==> src/rtl/fir_pkg.sv <==
// Shared widths, defaults and helpers for the FIR output requantiser.
package fir_pkg;

    localparam int N2_DEF    = 18;   // FIR product width (upstream)
    localparam int N3_DEF    = 32;   // accumulator width
    localparam int NO_DEF    = 16;   // output sample width
    localparam int SHIFT_DEF = 7;    // right shift after rounding
    localparam int DEPTH_DEF = 4;    // output FIFO depth

    // 16-bit event counter that sticks at all-ones instead of wrapping
    function automatic logic [15:0] sat_inc16(input logic [15:0] cnt);
        return (cnt == 16'hFFFF) ? cnt : cnt + 16'd1;
    endfunction

endpackage

==> src/rtl/fir_fwft_fifo.sv <==
// First-word-fall-through FIFO: the head word is visible on rdata whenever
// empty is low, and pop advances it at the next edge.
module fir_fwft_fifo #(
    parameter int W     = 16,
    parameter int DEPTH = 4,
    parameter int AW    = $clog2(DEPTH)
) (
    input  logic          clk,
    input  logic          rst_n,
    input  logic          push,
    input  logic [W-1:0]  wdata,
    input  logic          pop,
    output logic [W-1:0]  rdata,
    output logic          full,
    output logic          empty,
    output logic [AW:0]   level
);

    logic [DEPTH-1:0][W-1:0] mem_q, mem_d;
    logic [AW-1:0]           wr_ptr_q, wr_ptr_d;
    logic [AW-1:0]           rd_ptr_q, rd_ptr_d;
    logic [AW:0]             level_q, level_d;
    logic                    pop_ok, push_ok;

    // Status comes straight from the level register.
    assign empty = (level_q == '0);
    assign full  = (level_q == (AW+1)'(DEPTH));
    assign level = level_q;
    assign rdata = mem_q[rd_ptr_q];

    // A pop on empty is ignored; a push on full only lands if a pop frees a slot.
    assign pop_ok  = pop && !empty;
    assign push_ok = push && (!full || pop_ok);

    // Next-state for storage, pointers (wrap modulo DEPTH) and occupancy.
    always_comb begin
        mem_d    = mem_q;
        wr_ptr_d = wr_ptr_q;
        rd_ptr_d = rd_ptr_q;
        level_d  = level_q;
        if (push_ok) begin
            mem_d[wr_ptr_q] = wdata;
            wr_ptr_d        = wr_ptr_q + AW'(1);
        end
        if (pop_ok) begin
            rd_ptr_d = rd_ptr_q + AW'(1);
        end
        case ({push_ok, pop_ok})
            2'b10:   level_d = level_q + (AW+1)'(1);
            2'b01:   level_d = level_q - (AW+1)'(1);
            default: level_d = level_q;
        endcase
    end

    // Storage is reset too so the head reads zero while in reset.
    always_ff @(posedge clk or negedge rst_n) begin
        if (!rst_n) begin
            mem_q    <= '0;
            wr_ptr_q <= '0;
            rd_ptr_q <= '0;
            level_q  <= '0;
        end else begin
            mem_q    <= mem_d;
            wr_ptr_q <= wr_ptr_d;
            rd_ptr_q <= rd_ptr_d;
            level_q  <= level_d;
        end
    end

endmodule

==> src/rtl/fir_out_requant.sv <==
// FIR output requantiser: round-and-shift, clamp to NO bits, then buffer in a
// small FWFT FIFO. Upstream cannot be stalled, so words arriving at a full
// FIFO are dropped and counted.
module fir_out_requant
    import fir_pkg::*;
#(
    parameter int N3    = N3_DEF,
    parameter int NO    = NO_DEF,
    parameter int SHIFT = SHIFT_DEF,   // 1 .. N3-NO
    parameter int DEPTH = DEPTH_DEF    // power of two, >= 2
) (
    input  logic                      clk,
    input  logic                      rst_n,
    input  logic                      in_valid,
    input  logic [N3-1:0]             din,
    output logic                      out_valid,
    input  logic                      out_ready,
    output logic [NO-1:0]             dout,
    output logic [$clog2(DEPTH):0]    level,
    output logic [15:0]               sat_cnt,
    output logic [15:0]               ovf_cnt
);

    // Clamp bounds expressed in the widened stage-1 width.
    localparam logic signed [N3:0] MAXV = {{(N3-NO+2){1'b0}}, {(NO-1){1'b1}}};
    localparam logic signed [N3:0] MINV = ~MAXV;
    localparam logic signed [N3:0] HALF = (N3+1)'(1) << (SHIFT-1);

    // vld_pipe_q[0] tags stage 1, vld_pipe_q[1] tags stage 2.
    logic [1:0]         vld_pipe_q, vld_pipe_d;
    logic signed [N3:0] rnd_q, rnd_d;
    logic [NO-1:0]      clp_q, clp_d;
    logic               sat_q, sat_d;
    logic [15:0]        sat_cnt_q, sat_cnt_d;
    logic [15:0]        ovf_cnt_q, ovf_cnt_d;

    logic signed [N3:0] din_ext;
    logic               fifo_full, fifo_empty, fifo_push, fifo_pop, drop;

    assign din_ext = {din[N3-1], din};

    assign out_valid = !fifo_empty;
    assign fifo_pop  = out_valid && out_ready;
    assign fifo_push = vld_pipe_q[1] && (!fifo_full || fifo_pop);
    assign drop      = vld_pipe_q[1] && fifo_full && !fifo_pop;

    assign sat_cnt = sat_cnt_q;
    assign ovf_cnt = ovf_cnt_q;

    // Pipeline next-state: round (ties to +inf) in N3+1 bits, then clamp.
    always_comb begin
        vld_pipe_d = {vld_pipe_q[0], in_valid};
        rnd_d      = (din_ext + HALF) >>> SHIFT;
        sat_d      = 1'b0;
        clp_d      = rnd_q[NO-1:0];
        if (rnd_q > MAXV) begin
            clp_d = MAXV[NO-1:0];
            sat_d = 1'b1;
        end else if (rnd_q < MINV) begin
            clp_d = MINV[NO-1:0];
            sat_d = 1'b1;
        end
    end

    // Event counters; a saturated word counts even when it is then dropped.
    always_comb begin
        sat_cnt_d = sat_cnt_q;
        ovf_cnt_d = ovf_cnt_q;
        if (vld_pipe_q[1] && sat_q) sat_cnt_d = sat_inc16(sat_cnt_q);
        if (drop)                   ovf_cnt_d = sat_inc16(ovf_cnt_q);
    end

    // Free-running pipeline and counter registers.
    always_ff @(posedge clk or negedge rst_n) begin
        if (!rst_n) begin
            vld_pipe_q <= '0;
            rnd_q      <= '0;
            clp_q      <= '0;
            sat_q      <= 1'b0;
            sat_cnt_q  <= '0;
            ovf_cnt_q  <= '0;
        end else begin
            vld_pipe_q <= vld_pipe_d;
            rnd_q      <= rnd_d;
            clp_q      <= clp_d;
            sat_q      <= sat_d;
            sat_cnt_q  <= sat_cnt_d;
            ovf_cnt_q  <= ovf_cnt_d;
        end
    end

    fir_fwft_fifo #(
        .W     (NO),
        .DEPTH (DEPTH)
    ) u_fifo (
        .clk   (clk),
        .rst_n (rst_n),
        .push  (fifo_push),
        .wdata (clp_q),
        .pop   (fifo_pop),
        .rdata (dout),
        .full  (fifo_full),
        .empty (fifo_empty),
        .level (level)
    );

endmodule
==> config.mk <==
export PLATFORM = sky130hd
export DESIGN_NAME = fir_out_requant
export DESIGN_NICKNAME = d
export VERILOG_FILES = /design/src/rtl/fir_pkg.sv /design/src/rtl/fir_fwft_fifo.sv /design/src/rtl/fir_out_requant.sv
export SDC_FILE = /design/constraint.sdc
export NUM_CORES = 1
export LEC_CHECK = 0
export ABC_CLOCK_PERIOD_IN_PS = 3000
export BUFFER_PORTS_ARGS = -buffer_cell sky130_fd_sc_hd__buf_2
export CAP_MARGIN = 40
export CORE_MARGIN = 2
export CORE_UTILIZATION = 40
export DETAILED_ROUTE_END_ITERATION = 7
export SLEW_MARGIN = 40
export SYNTH_ARGS = -nofsm -noshare
export SYNTH_HDL_FRONTEND = slang
export SYNTH_SLANG_ARGS = --single-unit
==> constraint.sdc <==
create_clock -name clk -period 3 [get_ports clk]
set_clock_uncertainty 0.05 [all_clocks]
set_input_delay 0.15 -clock clk [delete_from_list [all_inputs] [get_ports clk]]
set_output_delay 0.15 -clock clk [all_outputs]
set_load 0.01 [all_outputs]
# After elaboration in Yosys (flattened, before gate mapping)
# Cells that the tools add are included.
dict set report totals {
  reg_bits 148
  in_bits 36
  output_inout_bits 52
}
dict set report classes {
  add_sub_neg 7
  magnitude_cmp 5
  eq_ne 5
  n_mux 10
  bitwise_logic 2
  n_reduce_logical 17
}
# op n
set op_table {}
lappend op_table {{bitwise mux 64 bit} 1}
lappend op_table {{2-to-1 mux 16 bit} 4}
lappend op_table {{adder 32 x 8 -> 33 bit (second input constant)} 1}
lappend op_table {{adder 16 x 1 -> 16 bit (second input constant)} 2}
lappend op_table {{binary-select mux 16 bit (select 2 bit)} 1}
lappend op_table {{demux 16 bit (select 2 bit)} 1}
lappend op_table {{equality test 16 bit (second input constant)} 2}
lappend op_table {{greater-than comparator 26 x 16 -> 1 bit (second input constant)} 1}
lappend op_table {{< comparator 26 x 16 -> 1 bit (second input constant)} 1}
lappend op_table {{logical AND 1 bit} 8}
lappend op_table {{< comparator 2 x 3 -> 1 bit (second input constant)} 2}
lappend op_table {{case mux 3 bit (2 select lines)} 1}
lappend op_table {{adder 2 x 1 -> 2 bit (second input constant)} 2}
lappend op_table {{AND reduction 2 bit} 2}
lappend op_table {{adder 3 x 1 -> 3 bit (second input constant)} 1}
lappend op_table {{equality test 3 bit (second input constant)} 1}
lappend op_table {{logical NOT 1 bit} 3}
lappend op_table {{logical NOT 3 bit} 1}
lappend op_table {{subtractor 3 x 1 -> 3 bit (second input constant)} 1}
lappend op_table {{equality test 2 x 1 -> 1 bit (second input constant)} 1}
lappend op_table {{equality test 2 bit (second input constant)} 1}
lappend op_table {{greater-or-equal comparator 2 x 1 -> 1 bit (second input constant)} 1}
lappend op_table {{logical OR 1 bit} 2}
lappend op_table {{2-to-1 mux 1 bit} 2}
lappend op_table {{2 further kinds} 3}

# Longest topological paths before layout
# Gate-level depths: netlist of run 1.
dict set report logic_depth {
  word_depth 8
  ltp_mapped 10
  mapped_depth_nobuf 9
}

# Modules after synthesis
# From an unflattened synthesis of run 1, not the netlist that was laid out.
dict set report unflattened {
  hier_cells 493
  area_unflattened_um2 6671.4
}
# module instances cells_each area_per_inst_um2 seq_area_each_um2
set by_module_without_submodules {}
lappend by_module_without_submodules {fir_out_requant 1 286 3400.8 1926.8}
lappend by_module_without_submodules {fir_fwft_fifo 1 207 3270.6 1776.7}

# Worst setup path after synthesis of run 1
# Ideal clock, no wire load.
dict set report synth_path {
  path_type {register -> register}
  from {register u_fifo.level_q[0], in the netlist u_fifo.level[0]}
  to {register u_fifo.level_q[2], in the netlist u_fifo.level[2]}
  setup_time_ps 79
  arrival_time_ps 2110
  t_required_ps 2871
  path_slack_ps 760
  stages_incl_launch_ff 11
  path_buffers 1
  synth_period_minus_slack_ps 2240
  cell_sequence {dfrtp_1 -> nor4b_2 -> nor2b_1 -> buf_4 -> inv_1 -> ha_1 -> inv_1 -> fa_1 -> xor2_1 -> nor2_1 -> xor2_1}
}
dict set report synth_via {
  elab_chain_cells 8
  word_cells_on_any_way 16
}
# element line
set synth_lines {}
lappend synth_lines {{start: declaration} fir_fwft_fifo.sv:22} ;# logic [AW:0] level_q, level_d;
lappend synth_lines {{start signal: assignment} fir_fwft_fifo.sv:66} ;# level_q <= level_d;
lappend synth_lines {{logical NOT 3 bit} fir_fwft_fifo.sv:26} ;# assign empty = (level_q == '0);
lappend synth_lines {{logical NOT 1 bit} {fir_fwft_fifo.sv:32, fir_out_requant.sv:42}}
lappend synth_lines {{logical AND 1 bit} fir_out_requant.sv:43} ;# assign fifo_pop = out_valid && out_ready;
lappend synth_lines {{logical OR 1 bit or logical AND 1 bit (tied branches)} {fir_out_requant.sv:44, fir_fwft_fifo.sv:32}}
lappend synth_lines {{logical AND 1 bit or logical OR 1 bit (tied branches)} {fir_out_requant.sv:44, fir_fwft_fifo.sv:33}}
lappend synth_lines {{logical AND 1 bit} fir_fwft_fifo.sv:33} ;# assign push_ok = push && (!full || pop_ok);
lappend synth_lines {{equality test 2 x 1 -> 1 bit or equality test 2 bit (tied branches)} fir_fwft_fifo.sv:48} ;# case ({push_ok, pop_ok})
lappend synth_lines {{case mux 3 bit (2 select lines) or nonzero test 2 bit (tied branches)} --}
# Several ways; a longest one is shown, not always the timed one.
# A chain may end at the register's enable or synchronous reset.

# Final worst setup path of run 1
dict set report layout_path {
  from {input din[8]}
  to {register rnd_q[16]}
}
dict set report layout_via {
  elab_chain_cells 1
}
# element line
set layout_lines {}
lappend layout_lines {{start: declaration} fir_out_requant.sv:15} ;# input logic [N3-1:0] din,
lappend layout_lines {{adder 32 x 8 -> 33 bit} fir_out_requant.sv:53} ;# rnd_d = (din_ext + HALF) >>> SHIFT;
lappend layout_lines {{via rnd_d[16]} fir_out_requant.sv:31} ;# logic signed [N3:0] rnd_q, rnd_d;
lappend layout_lines {{end signal: assignment} fir_out_requant.sv:84} ;# rnd_q <= rnd_d;
lappend layout_lines {{end: declaration} fir_out_requant.sv:31}
# The timed path passes the listed nets, and every way through them passes these cells.

==> qor.yml, run 1 <==
status: "completed"
ys_seq_elements: 148
async_flop_share: 1.000
yosys-mux-area-fraction: 0.1785
setup.worst_path.end_class: "flip-flop"
final.setup.tns_ps: 0
seq_area_frac_synth: 0.5632
coreArea_um2: 16000
syn_avg_cell_area_um2: 13.79
antenna_found_initial: 0
cts.sinks: 148
cts-resized-gates: 0
dieArea_um2: 17480
max_freq_ghz: 0.4031
p_leak_uw: 0.003763
hold_path_class: "in -> reg"
cts_max_path_buffers: 2
yosys_most_used_dff: "dfrtp_1"
met3_usage: 0.04268
cp_max_fo: 7
start_util: 0.4110
worst_pin_slew_ps: 802.1
slew_headroom: 0.4608
cp.required_ps: 3240
maxSlewViolCount: 0
reg2reg_slack_ps: 600
worstHoldStart: "out_ready"
area_delta_synth_final_pct: 24.58
antenna_left: 0
synth-edff-count: 0
syn_nets: 522
cts_tree: "built"
fp.dieW_um: 132.2
dp_hpwl_mm: 8.706
synth_top_family_by_area: "multiplexers"
dr.pass1.iters: 4
fin_cells: 834
critPathLaunchType: "input pin"
fillers: 1420
arrival_ps: 2720
power.density_nw_per_um2: 871.2
place_congestion: 0.7485
wl_mm: 13.07
place_area_um2: 7233
die_h_um: 132.2
stdcell_area_um2: 8193
io_pins: 88
grt_overflow: 0
period_share: 0.8268
maxCapViolations: 0
gr-usage-met1: 0.2057
yosys.area.top_type: "dfrtp_1"
row_count: 46
numPortBuffers: 81
yosys.area_share.adder: 0.01826
synthXorXnorAreaFrac: 0.07059
min_period_ps: 2480
wl_per_cell_um: 15.68
synthTopCellsByCount: "148 x dfrtp_1, 70 x mux2_2, 28 x xor2_1"
drive_above_1_share: 0.3625
yosysMostFrequentCell: "dfrtp_1"
grt_pass1_wl_mm: 22.00
reg2reg_to: "u_fifo.level[2]$_DFFE_PN0P_"
n_antenna_cell: 0
rr_startpoint: "u_fifo.level[0]$_DFFE_PN0P_"
grt_usage: 0.1592
netlist_area_um2: 6576
top_usage_layer: "met2"
synth_warnings: 0
finalHoldViolations: 0
ys_types: 45
synth_compound_gate_area_share: 0.03234
p_total_uw: 7138
pre_cts_ws_ps: 577.6
yosys.area.top_type_share: 0.5632
cts_buffers: 17
synthSimpleGateAreaFrac: 0.1161
num_vias: 4180
reg2regPathDepth: 9
setup_viol: 0
ir_worst_vdd_mv: 0.5110
rsz0062_at_grt: "false"
hold_depth: 3
syn_inst: 477
fin_ws_ps: 519.5
drc: 0
nets: 651
worstSetupPathType: "in -> reg"
synth_area_leaders: "dfrtp_1 56%, mux2_2 12%, mux4_2 5.5%, xor2_1 3.7%, xnor2_1 3.3%"
grt_pass1_vias: 4355
min_to: "u_fifo.rd_ptr_q[0]$_DFFE_PN0P_"
clkTransAtPathRegs_ps: 60
dpl.cell_count: 767
cts_root_buf: "clkbuf_16"
clock_latency_ps: 420
grt.met2_usage: 0.2578
vias_per_cell: 5.012
h-tree-depth: 4
grt_max_degree: 74
drt_iter0_markers: 174
## cells by family (layout without fill, tap and decap cells)
family | count (synthesis) | count (layout)
and+or+nand+nor | 125 | 125
adders and majority gates | 9 | 9
AOI/OAI and AO/OA | 27 | 27
xor gates and xnor gates | 53 | 53
DFF | 148 | 148
buffers and inverters | 27 | 168
muxes | 88 | 88
## critical path: stages
cell and delay [ps]:
dlygate4sd3_1 520, buf_2 170, nand3_1 250, nor4_2 680, nand3_1 200, xnor2_1 180
dlygate4sd3_1 580
## routing by layer
layer	up-vias	part of all wire	wire [µm]
met5	-	0	0
met4	0	0.015	190
met3	13	0.026	342
met2	61	0.50	6531
met1	2139	0.46	6009
li1	1967	-	-
## stage by stage
| step | hold slack [ps] | utilization |
|---|---|---|
| global route | 134.8 | 0.5120 |
| CTS | 116.4 | 0.5120 |
| global placement | 167.6 | 0.4519 |
| finish | 126.6 | 0.5120 |
| detailed placement | 173.1 | 0.4521 |
| floorplan | -195.6 | - |
## area by class of cell
type / instances / area (µm²) / area share
inverters: 15 / 56.30 / 0.006872
well taps: 216 / 270.3 / 0.03299
multi-input cells: 302 / 2741 / 0.3346
repair buffers: 122 / 822.0 / 0.1003
clock buffers: 18 / 439.2 / 0.05360
clock inverters: 13 / 158.9 / 0.01940
flip-flops and latches: 148 / 3705 / 0.4522
## placed cells by master (no fill, tap or decap), drive strengths merged, types with 19 or more instances in the layout
| master | netlist | final |
|---|---|---|
| mux2 | 71 | 71 |
| buf | 8 | 86 |
| nand3 | 21 | 21 |
| nor2 | 21 | 21 |
| dfrtp | 148 | 148 |
| xnor2 | 25 | 25 |
| nand2 | 25 | 25 |
| xor2 | 28 | 28 |
| nand4 | 19 | 19 |
| dlygate4sd3 | 0 | 36 |
## power by group
group | leakage (µW) | switching (µW) | internal [µW] | total (µW)
Clock | 0.000288 | 810 | 1320 | 2130
Combinational | 0.00164 | 875 | 1150 | 2030
Sequential | 0.00184 | 419 | 2560 | 2980
## sequential cells by signal (all words and copies together), names as in the netlist
name             flops
u_fifo.rd_ptr_q      2
sat_q                1
u_fifo.level         3
clp_q               16
u_fifo.wr_ptr_q      2
u_fifo.mem_q        64
vld_pipe_q           2
rnd_q               26
sat_cnt             16
ovf_cnt             16
## timing repair
| item | CTS | global route |
|---|---|---|
| endpoints found under the hold margin | 98 | 0 |
| buffers inserted | 0 | 0 |
| hold buffers | 36 | 0 |
## worst max path at each step
stage,startpoint,endpoint,slack (ps),cells after the start
detailed placement,u_fifo.level[0]$_DFFE_PN0P_,u_fifo.level[2]$_DFFE_PN0P_,580,9
finish,din[8],rnd_q[16]$_DFF_PN0_,520,7
global route,din[8],rnd_q[16]$_DFF_PN0_,400,7
floorplan,u_fifo.level[0]$_DFFE_PN0P_,u_fifo.level[2]$_DFFE_PN0P_,760,10
CTS,u_fifo.level[0]$_DFFE_PN0P_,u_fifo.level[2]$_DFFE_PN0P_,580,9
global placement,u_fifo.level[0]$_DFFE_PN0P_,u_fifo.level[2]$_DFFE_PN0P_,540,9
Power figures use the tool's default switching activity.
==> run 2: changes to the inputs <==
--- a/config.mk
+++ b/config.mk
@@ -5,7 +5,7 @@
 export SDC_FILE = /design/constraint.sdc
 export NUM_CORES = 1
 export LEC_CHECK = 0
-export ABC_CLOCK_PERIOD_IN_PS = 3000
+export ABC_CLOCK_PERIOD_IN_PS = 2600
 export BUFFER_PORTS_ARGS = -buffer_cell sky130_fd_sc_hd__buf_2
 export CAP_MARGIN = 40
 export CORE_MARGIN = 2
==> constraint.sdc (replaced) <==
create_clock -name clk -period 2.6 [get_ports clk]
set_clock_uncertainty 0.05 [all_clocks]
set_input_delay 0.13 -clock clk [delete_from_list [all_inputs] [get_ports clk]]
set_output_delay 0.13 -clock clk [all_outputs]
set_load 0.01 [all_outputs]
==> qor.yml, run 2 (same netlist as run 1, synthesis figures left out) <==
cp_max_fo: 7
largest_reg_flops: 64
final_common_cell: "dfrtp_1"
layout_common_cells: "148 x dfrtp_1, 80 x buf_2, 70 x mux2_2"
seqCellArea_um2: 3704
maxSlewViolCount: 0
clock_power_share: 0.303
maxCapViolations: 0
antenna_left: 0
row_count: 46
io_pins: 88
drc: 0
worstSetupPathType: "in -> reg"
hold_path_class: "in -> reg"
rr_startpoint: "u_fifo.level[0]$_DFFE_PN0P_"
reg2reg_to: "u_fifo.level[2]$_DFFE_PN0P_"
cp.required_ps: 2840
fp.dieW_um: 132.2
max_freq_ghz: 0.4127
clock_latency_ps: 420
p_sw_frac: 0.2896
grt_pass1_wl_mm: 21.79
pwr-share-seq: 0.409
vias_per_cell: 5.037
wl_mm: 13.06
coreArea_um2: 16000
grt_pass1_vias: 4342
place_area_um2: 7253
wl_per_cell_um: 15.58
path_cells: "dlygate4sd3_1 > buf_2 > nand3_1 > nor4_2 > nand3_1 > xnor2_1 > dlygate4sd3_1"
clkTransAtPathRegs_ps: 60
dieArea_um2: 17480
cts.sinks: 148
worst_pin_slew_ps: 798.9
switching_power_uw: 2404
crit_buf_inv: 3
area_delta_synth_final_pct: 25.23
power.internal_uw: 5898
rsz0062_at_grt: "false"
ir_worst_vdd_mv: 0.6245
finalHoldViolations: 0
setup_viol: 0
slowest_stage: "nor4_2"
cts_buffers: 17
place_congestion: 0.7862
period_share: 0.9320
critPathTopFamily: "buffers and inverters"
status: "completed"
critPathCapture: "rnd_q[16]$_DFF_PN0_"
drt_iter0_markers: 177
drive_above_1_share: 0.3585
fillers: 1434
die_h_um: 132.2
cts-resized-gates: 0
reg2reg_slack_ps: 310
critPathLaunchType: "input pin"
crit_cells: 7
stdcell_area_um2: 8235
start_util: 0.4110
cts_max_path_buffers: 2
grt_overflow: 0
final.setup.tns_ps: 0
grt_usage: 0.1579
reg2regPathDepth: 9
slowest_delay_ps: 670
arrival_ps: 2670
cts_tree: "built"
regMostFlops: "u_fifo.mem_q"
min_period_ps: 2423
n_antenna_cell: 0
multi_input_area_um2: 2739
slew_headroom: 0.4630
setup.worst_path.end_class: "flip-flop"
h-tree-depth: 4
dr.pass1.iters: 4
reg_top3: "u_fifo.mem_q (64), rnd_q (26)"
cts_root_buf: "clkbuf_16"
nets: 655
grt_max_degree: 56
antenna_found_initial: 0
numPortBuffers: 81
crit_start: "din[8]"
p_leak_uw: 0.003786
power.density_nw_per_um2: 1008
pwr-share-comb: 0.288
num_vias: 4221
dp_hpwl_mm: 8.835
-- run 2: changes by cell type in the layout (fill, tap and decap cells not counted) --
cell           delta
inv_6             -1
clkbuf_1          +2
buf_4             +3
nor2b_2           -1
dfrtp_2           -1
dfrtp_1           +1
clkinv_2          -2
nor2b_1           +1
clkinv_4          -1
clkinvlp_4        -1
dlygate4sd3_1     +1
clkbuf_8          +3
-- run 2: what timing repair did --
item | in CTS | in global routing
endpoints found under the setup margin | 0 | 0
hold buffers | 37 | 0
endpoints found under the hold margin | 123 | 0
setup buffers | 0 | 0
-- run 2: per-stage QoR --
stage          utilization  total power [µW]  setup slack, ps  cells  hold WS, ps
2_1_floorplan            -              5021            360.3    477       -215.6
3_3_place_gp        0.4533              5714            409.6    770        17.20
3_5_place_dp        0.4533              5838            317.7    770        22.15
4_1_cts             0.5147              8411            203.0    838        93.40
5_1_grt             0.5147              8760            13.32    838        128.3
6_report            0.5147              8302            176.9    838        102.7
-- run 2: worst min-delay path by stage --
stage | to | start | cells past startpoint
after floorplan | clp_q[0]$_DFF_PN0_ | rst_n | 0
after global placement | ovf_cnt[2]$_DFFE_PN0P_ | rst_n | 1
after detailed placement | ovf_cnt[2]$_DFFE_PN0P_ | rst_n | 1
after CTS | u_fifo.rd_ptr_q[0]$_DFFE_PN0P_ | out_ready | 3
after global routing | u_fifo.rd_ptr_q[0]$_DFFE_PN0P_ | out_ready | 3
final | u_fifo.rd_ptr_q[0]$_DFFE_PN0P_ | out_ready | 3
-- run 2: worst reg2reg max path, stage by stage (launching register included) --
cell and delay [ps]:
dfrtp_1 430, nor4b_2 520, nor2b_1 120, inv_1 80, ha_1 170, inv_1 60, fa_1 370, xor2_1 150
nor2_1 120, xor2_1 150
-- run 2: power groups by stage --
stage                     Clock [µW]  Sequential, µW  Combinational (µW)
after detailed placement           0            3430                2400
final                           2510            3390                2400
after global routing            2660            3490                2610
after floorplan                    0            3310                1710
after CTS                       2560            3400                2460
after global placement             0            3380                2340
-- run 2: cell type report --
type                       instances  share of cell area
sequential                       148              0.4497
timing repair buffer             126              0.1038
clock buffer                      23             0.05925
inverter                          15            0.006837
tap                              216             0.03282
clock inverter                     8             0.01504
multi-input combinational        302              0.3326
-- run 2: routing by layer --
layer  GRT usage  up-vias  wire length [µm]
met5           0        -                 0
met4     0.06033        0               271
met3     0.03998       21               432
met2      0.2575       73              6458
met1      0.2038     2153              5895
li1            -     1974                 -
==> run 3: changes to the inputs <==
--- a/config.mk
+++ b/config.mk
@@ -11,6 +11,7 @@
 export CORE_MARGIN = 2
 export CORE_UTILIZATION = 40
 export DETAILED_ROUTE_END_ITERATION = 7
+export RECOVER_POWER = 50
 export SLEW_MARGIN = 40
 export SYNTH_ARGS = -nofsm -noshare
 export SYNTH_HDL_FRONTEND = slang
==> qor.yml, run 3 (same netlist as run 1, synthesis figures left out) <==
status: "completed"
p_leak_uw: 0.003696
rsz0062_at_grt: "false"
cp.required_ps: 2850
grt_overflow: 0
grt_usage: 0.1579
slowest_delay_ps: 660
cts_max_path_buffers: 2
reg_top3: "u_fifo.mem_q (64), rnd_q (26)"
final_common_cell: "dfrtp_1"
io_pins: 88
grt_pass1_vias: 4342
worst_pin_slew_ps: 1035
nets: 655
setup.worst_path.end_class: "flip-flop"
area_delta_synth_final_pct: 24.47
cts_buffers: 17
critPathLaunchType: "input pin"
grt_max_degree: 56
drive_above_1_share: 0.3248
fp.dieW_um: 132.2
worstSetupPathType: "in -> reg"
maxCapViolations: 0
slowest_stage: "nor4_2"
dp_hpwl_mm: 8.835
place_area_um2: 7253
cts_root_buf: "clkbuf_16"
cts.sinks: 148
place_congestion: 0.7862
dr.pass1.iters: 4
largest_reg_flops: 64
post_cts_buffers: 0
layout_common_cells: "148 x dfrtp_1, 70 x mux2_2, 59 x buf_2"
setup_viol: 0
crit_buf_inv: 3
antenna_found_initial: 0
h-tree-depth: 4
dieArea_um2: 17480
wl_mm: 13.06
cp_common_cell: "dlygate4sd3_1"
final.setup.tns_ps: 0
arrival_ps: 2670
num_vias: 4223
regMostFlops: "u_fifo.mem_q"
cts_tree: "built"
n_antenna_cell: 0
max_freq_ghz: 0.4134
power.density_nw_per_um2: 1012
critPathTopFamily: "buffers and inverters"
hold_path_class: "in -> reg"
clock_latency_ps: 420
drt_iter0_markers: 192
slew_headroom: 0.3102
drc: 0
path_cells: "dlygate4sd3_1 > buf_2 > nand3_1 > nor4_2 > nand4_1 > xnor2_1 > dlygate4sd3_1"
cp_max_fo: 7
min_period_ps: 2419
wl_per_cell_um: 15.59
grt_pass1_wl_mm: 21.79
antenna_left: 0
coreArea_um2: 16000
clkTransAtPathRegs_ps: 60
die_h_um: 132.2
start_util: 0.4110
ir_worst_vdd_mv: 0.6311
row_count: 46
period_share: 0.9305
finalHoldViolations: 0
numPortBuffers: 81
maxSlewViolCount: 0
cts-resized-gates: 0
stdcell_area_um2: 8185
vias_per_cell: 5.039
[run 3: changes by cell type in the layout (fill, tap and decap cells not counted)]
cell      delta
buf_6        -1
buf_4        -2
buf_2       -21
buf_12       -1
clkbuf_2     +3
clkbuf_1    +21
clkbuf_4     +1
[run 3: worst paths after layout]
check	to	cells after the start	startpoint	slack, ps
max	rnd_q[24]$_DFF_PN0_	7	din[8]	180
min	u_fifo.rd_ptr_q[0]$_DFFE_PN0P_	3	out_ready	100
max reg2reg	u_fifo.level[2]$_DFFE_PN0P_	9	u_fifo.level[0]$_DFFE_PN0P_	310
min reg2reg	vld_pipe_q[1]$_DFF_PN0_	0	vld_pipe_q[0]$_DFF_PN0_	300
max in group asynchronous	u_fifo.mem_q[28]$_DFFE_PN0P_	3	rst_n	700
min in group asynchronous	ovf_cnt[2]$_DFFE_PN0P_	2	rst_n	390
[run 3: worst register-to-register path, cell delays in order, from the launching register on]
cell and delay (ps):
dfrtp_1 430, nor4b_2 520, nor2b_1 120, inv_1 80, ha_1 170, inv_1 60
fa_1 370, xor2_1 150, nor2_1 120, xor2_1 150
[run 3: area by class of cell]
type,count,area [µm²]
multi-input combinational,302,2739
inverter,15,56.30
sequential,148,3704
clock inverter,8,123.9
tap,216,270.3
fill,1446,7815
clock buffer,23,488.0
timing repair buffer,126,804.5
[run 3: routing by layer]
metal | share of wire | global-route usage | routed length [µm]
met4 | 0.021 | 0.06033 | 272
met1 | 0.45 | 0.2038 | 5883
met2 | 0.50 | 0.2575 | 6482
met3 | 0.032 | 0.03998 | 424
met5 | 0 | 0 | 0
[run 3: repair_timing]
item,CTS,global route
endpoints found under the setup margin,0,0
hold endpoints to repair,123,0
hold buffers,37,0
[run 3: where the power goes]
group / total [µW] / switching [µW] / leakage, µW / internal, µW
Sequential: 3390 / 442 / 0.00184 / 2950
Combinational: 2380 / 1050 / 0.00156 / 1330
Clock: 2510 / 911 / 0.000295 / 1600
[run 3: through the flow]
stage / utilization / hold WS (ps) / total power, µW / instances / setup slack (ps)
floorplan: - / -215.6 / 5021 / 477 / 360.3
global placement: 0.4533 / 17.20 / 5714 / 770 / 409.6
detailed placement: 0.4533 / 22.15 / 5838 / 770 / 317.7
CTS: 0.5147 / 93.40 / 8411 / 838 / 203.0
global route: 0.5116 / 128.3 / 8743 / 838 / 13.32
finish: 0.5116 / 102.6 / 8286 / 838 / 180.8
